$ cat config.mk
export PLATFORM = sky130hd
export DESIGN_NAME = wb_arbiter
export DESIGN_NICKNAME = d
export VERILOG_FILES = /design/src/rtl/wb_pkg.sv /design/src/rtl/wb_rr_picker.sv /design/src/rtl/wb_arbiter.sv
export SDC_FILE = /design/constraint.sdc
export NUM_CORES = 1
export LEC_CHECK = 0
export CAP_MARGIN = 40
export CORE_AREA = 3 3 113 115
export DETAILED_ROUTE_END_ITERATION = 8
export DIE_AREA = 0 0 116 118
export GPL_ROUTABILITY_DRIVEN = 0
export GPL_TIMING_DRIVEN = 0
export RECOVER_POWER = 25
export SYNTH_ARGS = -nofsm -noshare
export SYNTH_HDL_FRONTEND = slang
export SYNTH_SLANG_ARGS = --single-unit
$ cat constraint.sdc
create_clock -name clk_i -period 1.5 [get_ports clk_i]
set_clock_uncertainty 0.15 [all_clocks]
set_input_delay 0.3 -clock clk_i [delete_from_list [all_inputs] [get_ports clk_i]]
set_output_delay 0.3 -clock clk_i [all_outputs]
set_load 0.02 [all_outputs]
$ cat src/rtl/wb_pkg.sv
// Shared Wishbone arbitration definitions.
//
// Contents:
//   WB_ADDR_WIDTH / WB_DATA_WIDTH : default bus widths for the current build.
//   arb_state_t                   : arbiter FSM states.
//   rr_next()                     : round-robin candidate index.
package wb_pkg;

    localparam int WB_ADDR_WIDTH = 8;
    localparam int WB_DATA_WIDTH = 32;

    typedef enum logic {
        IDLE = 1'b0,
        BUSY = 1'b1
    } arb_state_t;

    // Index of the candidate examined at position 'offset' of a scan.
    // The scan starts just after the last owner and wraps modulo 'n'.
    function automatic int unsigned rr_next(input int unsigned last,
                                            input int unsigned offset,
                                            input int unsigned n);
        return (last + 1 + offset) % n;
    endfunction

endpackage

$ cat src/rtl/wb_rr_picker.sv
// Combinational round-robin picker.
//
// Scans the request vector starting one position after the last owner and
// returns the first requester found as a one-hot grant.
//
// Ports:
//   req_i   : request vector, one bit per requester.
//   last_i  : index of the previous owner.
//   grant_o : one-hot winner, zero when nothing requests.
//   valid_o : high when grant_o holds a winner.
module wb_rr_picker
    import wb_pkg::*;
#(
    parameter int N  = 4,
    parameter int IW = $clog2(N)
) (
    input  logic [N-1:0]  req_i,
    input  logic [IW-1:0] last_i,
    output logic [N-1:0]  grant_o,
    output logic          valid_o
);

    // NOTE: every output gets a default before the loop, so no path leaves a
    // value unassigned and no latch is inferred.
    always_comb begin
        grant_o = '0;
        valid_o = 1'b0;
        for (int k = 0; k < N; k++) begin
            for (int j = 0; j < N; j++) begin
                if (!valid_o && req_i[j] &&
                    rr_next(int'(last_i), k, N) == j) begin
                    grant_o[j] = 1'b1;
                    valid_o    = 1'b1;
                end
            end
        end
    end

endmodule

$ cat src/rtl/wb_arbiter.sv
// Round-robin Wishbone arbiter: shares one slave between NUM_MASTERS masters.
//
// A master wins the bus by raising cyc and keeps it until it drops cyc.
// There is no preemption. A watchdog ends stalled strobes with a one-cycle
// error pulse to the owner.
//
// Ports:
//   clk_i, rst_i      : clock, synchronous active-high reset.
//   m_cyc_i/m_stb_i/m_we_i/m_adr_i/m_dat_i : per-master request signals
//                       (packed, master k at slice k).
//   m_dat_o           : slave read data, broadcast to all masters.
//   m_ack_o / m_err_o : per-master acknowledge / watchdog error.
//   s_cyc_o/s_stb_o/s_we_o/s_adr_o/s_dat_o : to the slave.
//   s_dat_i / s_ack_i : from the slave.
//   grant_o           : one-hot current owner, zero when idle.
module wb_arbiter
    import wb_pkg::*;
#(
    parameter int NUM_MASTERS = 4,
    parameter int ADDR_WIDTH  = WB_ADDR_WIDTH,
    parameter int DATA_WIDTH  = WB_DATA_WIDTH,
    parameter int TIMEOUT     = 16
) (
    input  logic                              clk_i,
    input  logic                              rst_i,
    input  logic [NUM_MASTERS-1:0]            m_cyc_i,
    input  logic [NUM_MASTERS-1:0]            m_stb_i,
    input  logic [NUM_MASTERS-1:0]            m_we_i,
    input  logic [NUM_MASTERS*ADDR_WIDTH-1:0] m_adr_i,
    input  logic [NUM_MASTERS*DATA_WIDTH-1:0] m_dat_i,
    output logic [DATA_WIDTH-1:0]             m_dat_o,
    output logic [NUM_MASTERS-1:0]            m_ack_o,
    output logic [NUM_MASTERS-1:0]            m_err_o,
    output logic                              s_cyc_o,
    output logic                              s_stb_o,
    output logic                              s_we_o,
    output logic [ADDR_WIDTH-1:0]             s_adr_o,
    output logic [DATA_WIDTH-1:0]             s_dat_o,
    input  logic [DATA_WIDTH-1:0]             s_dat_i,
    input  logic                              s_ack_i,
    output logic [NUM_MASTERS-1:0]            grant_o
);

    localparam int IW = $clog2(NUM_MASTERS);
    localparam int CW = $clog2(TIMEOUT + 1);
    localparam logic [IW-1:0] LAST_RESET = IW'(NUM_MASTERS - 1);
    localparam logic [CW-1:0] WDOG_LIMIT = CW'(TIMEOUT);

    arb_state_t             state_q;
    logic [NUM_MASTERS-1:0] grant_q;
    logic [IW-1:0]          owner_q;
    logic [IW-1:0]          last_q;
    logic [CW-1:0]          wdog_q;
    logic [CW-1:0]          wdog_d;

    logic [NUM_MASTERS-1:0] pick_grant;
    logic                   pick_valid;
    logic [IW-1:0]          pick_idx;

    logic owner_cyc;
    logic owner_stb;
    logic stb_raw;
    logic expire;

    wb_rr_picker #(
        .N  (NUM_MASTERS),
        .IW (IW)
    ) u_picker (
        .req_i   (m_cyc_i),
        .last_i  (last_q),
        .grant_o (pick_grant),
        .valid_o (pick_valid)
    );

    always_comb begin
        pick_idx = '0;
        for (int i = 0; i < NUM_MASTERS; i++) begin
            if (pick_grant[i]) begin
                pick_idx = IW'(i);
            end
        end
    end

    // grant_q is non-zero only in BUSY, so these also cover the idle case.
    // Dropping the owner's cyc drops s_cyc_o in the same cycle.
    assign owner_cyc = |(grant_q & m_cyc_i);
    assign owner_stb = |(grant_q & m_stb_i);
    assign stb_raw   = owner_cyc & owner_stb;

    // wdog_q holds the number of stalled strobe cycles seen so far; once
    // TIMEOUT of them have passed the current cycle is cut short. A
    // same-cycle ack takes priority over the timeout.
    assign expire = stb_raw && !s_ack_i && (wdog_q == WDOG_LIMIT);

    assign s_cyc_o = owner_cyc;
    assign s_stb_o = stb_raw && !expire;
    assign s_we_o  = owner_cyc && |(grant_q & m_we_i);
    assign m_dat_o = s_dat_i;
    assign grant_o = grant_q;

    // Gating with owner_cyc keeps a late ack away from a master that has
    // already released the bus.
    assign m_ack_o = grant_q & {NUM_MASTERS{owner_cyc && s_ack_i}};
    assign m_err_o = grant_q & {NUM_MASTERS{expire}};

    always_comb begin
        s_adr_o = '0;
        s_dat_o = '0;
        for (int i = 0; i < NUM_MASTERS; i++) begin
            if (grant_q[i] && owner_cyc) begin
                s_adr_o = m_adr_i[i*ADDR_WIDTH +: ADDR_WIDTH];
                s_dat_o = m_dat_i[i*DATA_WIDTH +: DATA_WIDTH];
            end
        end
    end

    // Forced-low strobe on expiry, a low strobe, an ack or leaving BUSY all
    // clear the counter.
    assign wdog_d = (s_stb_o && !s_ack_i) ? wdog_q + 1'b1 : '0;

    // NOTE: sequential state uses non-blocking assignments so every register
    // samples the values from before this edge, whatever the statement order.
    always_ff @(posedge clk_i) begin
        if (rst_i) begin
            state_q <= IDLE;
            grant_q <= '0;
            owner_q <= '0;
            last_q  <= LAST_RESET;
            wdog_q  <= '0;
        end else begin
            wdog_q <= wdog_d;
            case (state_q)
                IDLE: begin
                    if (pick_valid) begin
                        grant_q <= pick_grant;
                        owner_q <= pick_idx;
                        state_q <= BUSY;
                    end
                end
                BUSY: begin
                    // No re-arbitration here: one idle cycle separates owners.
                    if (!owner_cyc) begin
                        last_q  <= owner_q;
                        grant_q <= '0;
                        state_q <= IDLE;
                    end
                end
                default: begin
                    grant_q <= '0;
                    state_q <= IDLE;
                end
            endcase
        end
    end

endmodule
==> results.toml <==
[floorplanning]
start_util_pct = 16.29
die_area_um2 = 13690
die_w_um = 116
row_count = 40
io_pins = 294
die_y_um = 118
core_um2 = 11910

[clock_tree]
numCtsBuffers = 3
clockBufferDepth = 2
path_clk_slew_ns = 0.05
cts_tree = "yes"
cts_sinks = 14
cts-root-buf = "clkbuf_16"
cts-htree-levels = 1
clk_latency_ns = 0.24
cts_hold_buf = 0

[route]
dr_total_vias = 3501
via_per_inst = 4.917
drtAntennaViolNets = 0
wl_per_cell_um = 20.17
post-route-drc-count = 0
drtPass1Iterations = 4
drtIter0Drc = 142
routed_wl_um = 14360

[yosys]
synth_nets = 484
synthCells = 275
ys_seq_area_share_pct = 14.44
synth-async-reset-ratio_pct = 0
yosys_register_bits = 14
synthTopCellsByCount = "nor3_1 (41), o22ai_1 (41), a221oi_1 (40)"
ys_top_cells_by_area = "a221oi_1 (18%), dfxtp_1 (14%), o22ai_1 (13%), buf_4 (12%), nor3_1 (11%)"
synth-main-ff-cell = "dfxtp_1"
yosysUniqueCellTypes = 37
synth_area_leader_cell = "a221oi_1"
syn_area_um2 = 1941
synth_top_area_share_pct = 18.05
synth_edf_count = 0
yosysWarnings = 0
avgSynthCellArea_um2 = 7.057

[pwr]
p_leak_nw = 2.369
p_comb_share_pct = 72.0
peakVddDrop_uv = 637.2
pwr-share-clk_pct = 15.2
powerDensity_nw_per_um2 = 516.3
pwr-share-seq_pct = 12.9
netSwitchingPower_w = 0.001270
switching_share_pct = 37.68
p_int_w = 0.002100

[placement]
place_area_um2 = 5275
port_buffers = 260
placed_cells = 682
dp_hpwl_um = 10680

[cells_and_area]
syn_to_final_growth_pct = 236.3
finalNonFillerCells = 712
n_antenna_cell = 0
drive_gt1_share_pct = 52.21
final_cell_area_um2 = 6526
num-nets-final = 775

[sta]
min_period_ns = 2.079
fin_ws_ns = -0.5793
rsz0062_at_grt = "yes"
tightest_slew_ns = 0.4366
slew_headroom_pct = 70.89
fmax_ghz = 0.4809
slew_viol_final = 0
finalHoldViolCount = 0
finalSetupViolations = 54
min_period_over_period_pct = 138.6

[run_status]
failed_checks = "negative setup slack"
status = "finished, violations left"

[global_routing]
grt_pass1_wl_um = 20800
first_global_vias = 3590
grt_overflow_total = 0
antenna_found_initial = 0
track_usage_pct = 18.97
grt_max_degree = 11

[critical_path]
cp.required_ns = 1.05
worst-path-max-fanout = 10
arrival_ns = 1.63
start_kind = "flop"
critPathKind = "reg -> out"
end_kind = "primary output"

[min_path]
hold_class = "in -> reg"

[job]
drv_cap = 0
## stage by stage
stage          util (%)  power (W)  worst slack (ns)  hold WS (ns)  TNS (ns)
6_report          54.79   0.003370           -0.5793        0.2659    -27.33
5_1_grt           54.79   0.003540           -0.6653        0.2979    -31.73
4_1_cts           52.10   0.003264           -0.6068        0.2994    -28.05
3_5_place_dp      44.29   0.002256            -1.500        0.3085    -78.72
3_3_place_gp      44.29   0.002240            -1.493        0.2994    -76.88
2_1_floorplan         -   0.001373           -0.2888        0.2797    -12.08
## cell type report
cell class	count	area, um2
Fill cell	1039	5385
Timing Repair Buffer	287	2849
Multi-Input combinational cell	195	2419
Buffer	59	661.9
Sequential cell	14	295.3
Tap cell	147	183.9
Clock buffer	4	78.83
Inverter	6	38.79
## registers in the layout, summed over array words and instances, names as in the netlist
| signal | flops |
|---|---|
| owner_q | 2 |
| wdog_q | 5 |
| grant_o | 4 |
| state_q | 1 |
| last_q | 2 |
## cell usage in the layout (no fill, tap or decap), types with 7 or more instances in the layout
cell type	count
clkdlybuf4s50_1	200
nor3_4	16
and3_4	8
a221oi_2	21
a21oi_1	7
clkbuf_4	10
buf_4	71
nor3_2	24
nand3_1	8
o22ai_2	29
buf_6	28
dfxtp_1	10
a221oi_4	19
clkbuf_16	11
## cells by family (layout without fill, tap and decap cells)
family | Yosys count | in the layout | synth area share (%)
compound gates | 107 | 107 | 40.23
xor+xnor | 3 | 3 | 1.354
fa+ha+maj | 2 | 2 | 1.289
buf+inv | 66 | 356 | 19.86
flops | 14 | 14 | 14.44
simple gates | 83 | 83 | 22.82
## power by group through the flow
stage / combinational [W] / sequential [W] / clock (W)
global placement: 0.00180 / 0.000443 / 0
finish: 0.00242 / 0.000434 / 0.000511
global route: 0.00255 / 0.000438 / 0.000548
floorplan: 0.000935 / 0.000438 / 0
CTS: 0.00230 / 0.000433 / 0.000527
detailed placement: 0.00181 / 0.000445 / 0
## worst paths after layout
path	slack [ns]	depth (start not counted)	end	startpoint
max	-0.58	6	s_dat_o[13]	grant_o[3]
max reg2reg	-0.13	7	wdog_q[1]	grant_o[0]
min	0.27	3	grant_o[1]	m_cyc_i[1]
min reg2reg	0.33	2	owner_q[0]	owner_q[0]
## layer usage
layer  part of all wire, %  routed length [um]  vias up  GRT usage, %
li1                      -                   -     1659             -
met1                    39                5604     1664         22.59
met2                    52                7452      162         34.82
met3                   7.2                1039       16         3.290
met4                   1.8                 265        0         4.206
met5                     0                   0        -             0
## worst max-delay path, cell delays in order, from the launching register on
cell        delay (ns)
dfxtp_4           0.38
clkinvlp_4        0.19
buf_4             0.19
clkbuf_8          0.18
o22ai_2           0.21
nor3_2            0.07
buf_4             0.16
## what timing repair did
item | in CTS | in global routing
buffers inserted | 17 | 3
pin swaps | 15 | 23
gates cloned | 5 | 3
gates resized for setup | 414 | 66
endpoints found under the setup margin | 69 | 67
Power figures use the tool's default switching activity.
==> RTL edit: new RTL, same flow settings <==
Set the package constant `WB_ADDR_WIDTH` to 7 (it was 8).
--- a/src/rtl/wb_pkg.sv
+++ b/src/rtl/wb_pkg.sv
@@ -8,3 +8,3 @@
 
-    localparam int WB_ADDR_WIDTH = 8;
+    localparam int WB_ADDR_WIDTH = 7;
     localparam int WB_DATA_WIDTH = 32;
Ports: changed (resized m_adr_i and s_adr_o); port bits go from 294 to 289. The function was not compared with the original's and may differ.
==> RTL edit against the unedited design <==
  * The flow still finishes with violations (negative setup slack)
  * Sequential cell count did not move
  * Non-clock buffer count rose by 14
  * Power rose by 9.8%
  * Setup slack got worse by 0.078 ns
  * Area after synthesis fell by 0.97%
  * Routed wire length rose by 3.6%
  * Clock power rose by 1%
  * Cell area rose by 6.7%
  * Largest cell class unchanged
  * Highest routed layer unchanged
==> RTL edit: results (changes against the unedited design) <==
[run_status]
status = complete, but fails checks
violations = negative setup slack

[cells_and_area]
diodes = 0  ; unchanged
largest_register = wdog_q
largest_register_ffs = 5  ; unchanged
layout-drive-gt1-share = 0.509  ; -0.0134
finalNetCount = 782  ; +0.90%

[drt]
drt_iter0_drc = 130  ; -8.5%
first_pass_iters = 4  ; unchanged
viasPerCell = 4.91  ; about the same
routedWlPerCell_um = 20.6  ; +2.0%

[critical_path]
path_delay_family = buffers and inverters
worstReg2RegStart = grant_o[1]
reg2reg_slack_ns = -0.21  ; -0.08 ns
slowest_stage = dfxtp_4
cp_max_fo = 7  ; -3
setup.worst_path.start = grant_o[1]
cpPeakStageDelay_ns = 0.35  ; -0.03 ns

[synthesis]
synth_commonest_cells = 40 x nor3_1, 40 x o22ai_1, 39 x a221oi_1, 33 x buf_4, 14 x dfxtp_1
synthTopCellsByArea = a221oi_1 18%, dfxtp_1 15%, o22ai_1 13%
ys.flop_type = dfxtp_1
yosysWarnings = 0  ; unchanged
ys_async_sr_fraction = 0  ; unchanged
synth_cell_types = 36  ; -2.7%
syn-num-nets = 476  ; -1.7%
yosysSeqAreaShare = 0.146  ; +0.00141

[global_routing]
grt_pass1_wl_um = 21100  ; +1.2%
grt_usage = 0.193  ; +0.00361
antenna_found_initial = 0  ; unchanged
grt_max_degree = 11  ; unchanged
grt_pass1_vias = 3645  ; +1.5%

[clock_tree]
ctsHtreeMaxLevel = 1  ; unchanged
cts_root_buf = clkbuf_16
clk_pin_slew_ns = 0.05  ; about the same
clock_latency_ns = 0.25
cts_buffers = 3  ; unchanged
clk_path_buf_depth = 2  ; unchanged

[placement]
dpl.hpwl_um = 11100  ; +4.1%
placed_cell_area_um2 = 5580  ; +5.8%
pre_cts_ws_ns = -1.35  ; +0.145 ns
port_buffers = 255  ; -1.9%

[power]
leakage_nw = 2.52  ; +6.2%
vdd_drop_max_uv = 338  ; -47%

[sta]
setup_viol = 57  ; +5.6%
whs_ns = 0.240  ; -0.0260 ns
maxSlewHeadroom = 0.699  ; -0.0103
setup_ws_ns = -0.658  ; -0.0783 ns

[worst_hold_path]
min-delay-start = m_cyc_i[0]
hp-class = in -> reg

## RTL edit: cell count changes after synthesis
cell,delta
clkbuf_1,-5
buf_2,+3
a221oi_1,-1
and2_1,+1
and2_4,-1
buf_4,+1
nor3_1,-1
o22ai_1,-1
## RTL edit: metal layers
metal	routed length (µm)	share of wire	track usage	vias up
met3	1110	0.074	0.0375	25
met4	314	0.021	0.0363	0
li1	-	-	-	1677
met5	0	0	0	-
met1	5290	0.36	0.219	1688
met2	8170	0.55	0.368	163
## RTL edit: cell families (layout without fill, tap and decap cells)
logic type,count (synthesis),in the layout,share of synthesized area
compound gates,105,105,0.398
simple gates,82,82,0.227
buf+inv,65,370,0.202
flops,14,14,0.146
xor+xnor,3,3,0.0137
fa+ha+maj,2,2,0.0130
## RTL edit: repair_timing
item / CTS / global route
buffers inserted: 20 / 18
endpoints found under the setup margin: 68 / 64
pin swaps: 14 / 28
gates resized for setup: 390 / 67
cloned: 6 / 6
## RTL edit: path summary, 6_finish.rpt
kind                      to  cells past startpoint
setup / recovery  s_adr_o[5]                      8
hold / removal    grant_o[0]                      3
setup reg to reg   wdog_q[1]                      8
hold reg to reg    wdog_q[0]                      1
## RTL edit: per-stage QoR
stage                     instances  utilization  setup TNS (ns)  power, W
after floorplan                 271            -          -10.15   0.00158
after global placement          673        0.469          -69.32   0.00244
after detailed placement        673        0.469          -71.05   0.00246
after CTS                       703        0.546          -31.37   0.00352
after global routing            723        0.585          -33.95   0.00386
final                           723        0.585          -31.01   0.00370
## RTL edit: worst register-to-register path: stages, from the launching register on
cell,delay (ns)
dfxtp_4,0.34
buf_12,0.13
a22oi_2,0.17
and2_4,0.20
buf_12,0.16
buf_12,0.12
inv_8,0.04
and3_4,0.14
and3_4,0.14
## RTL edit: power breakdown
group,switching [W],internal (W)
logic,0.00120,0.00155
registers,0.0000358,0.000396
clock network,0.000157,0.000359
## RTL edit: area by class of cell
type / count / area [µm²]
fill: 995 / 4940
tap: 147 / 184
multi-input combinational: 192 / 2490
sequential: 14 / 295
clock buffer: 4 / 78.8
buffer: 58 / 682
timing repair buffer: 302 / 3210
inverter: 6 / 33.8
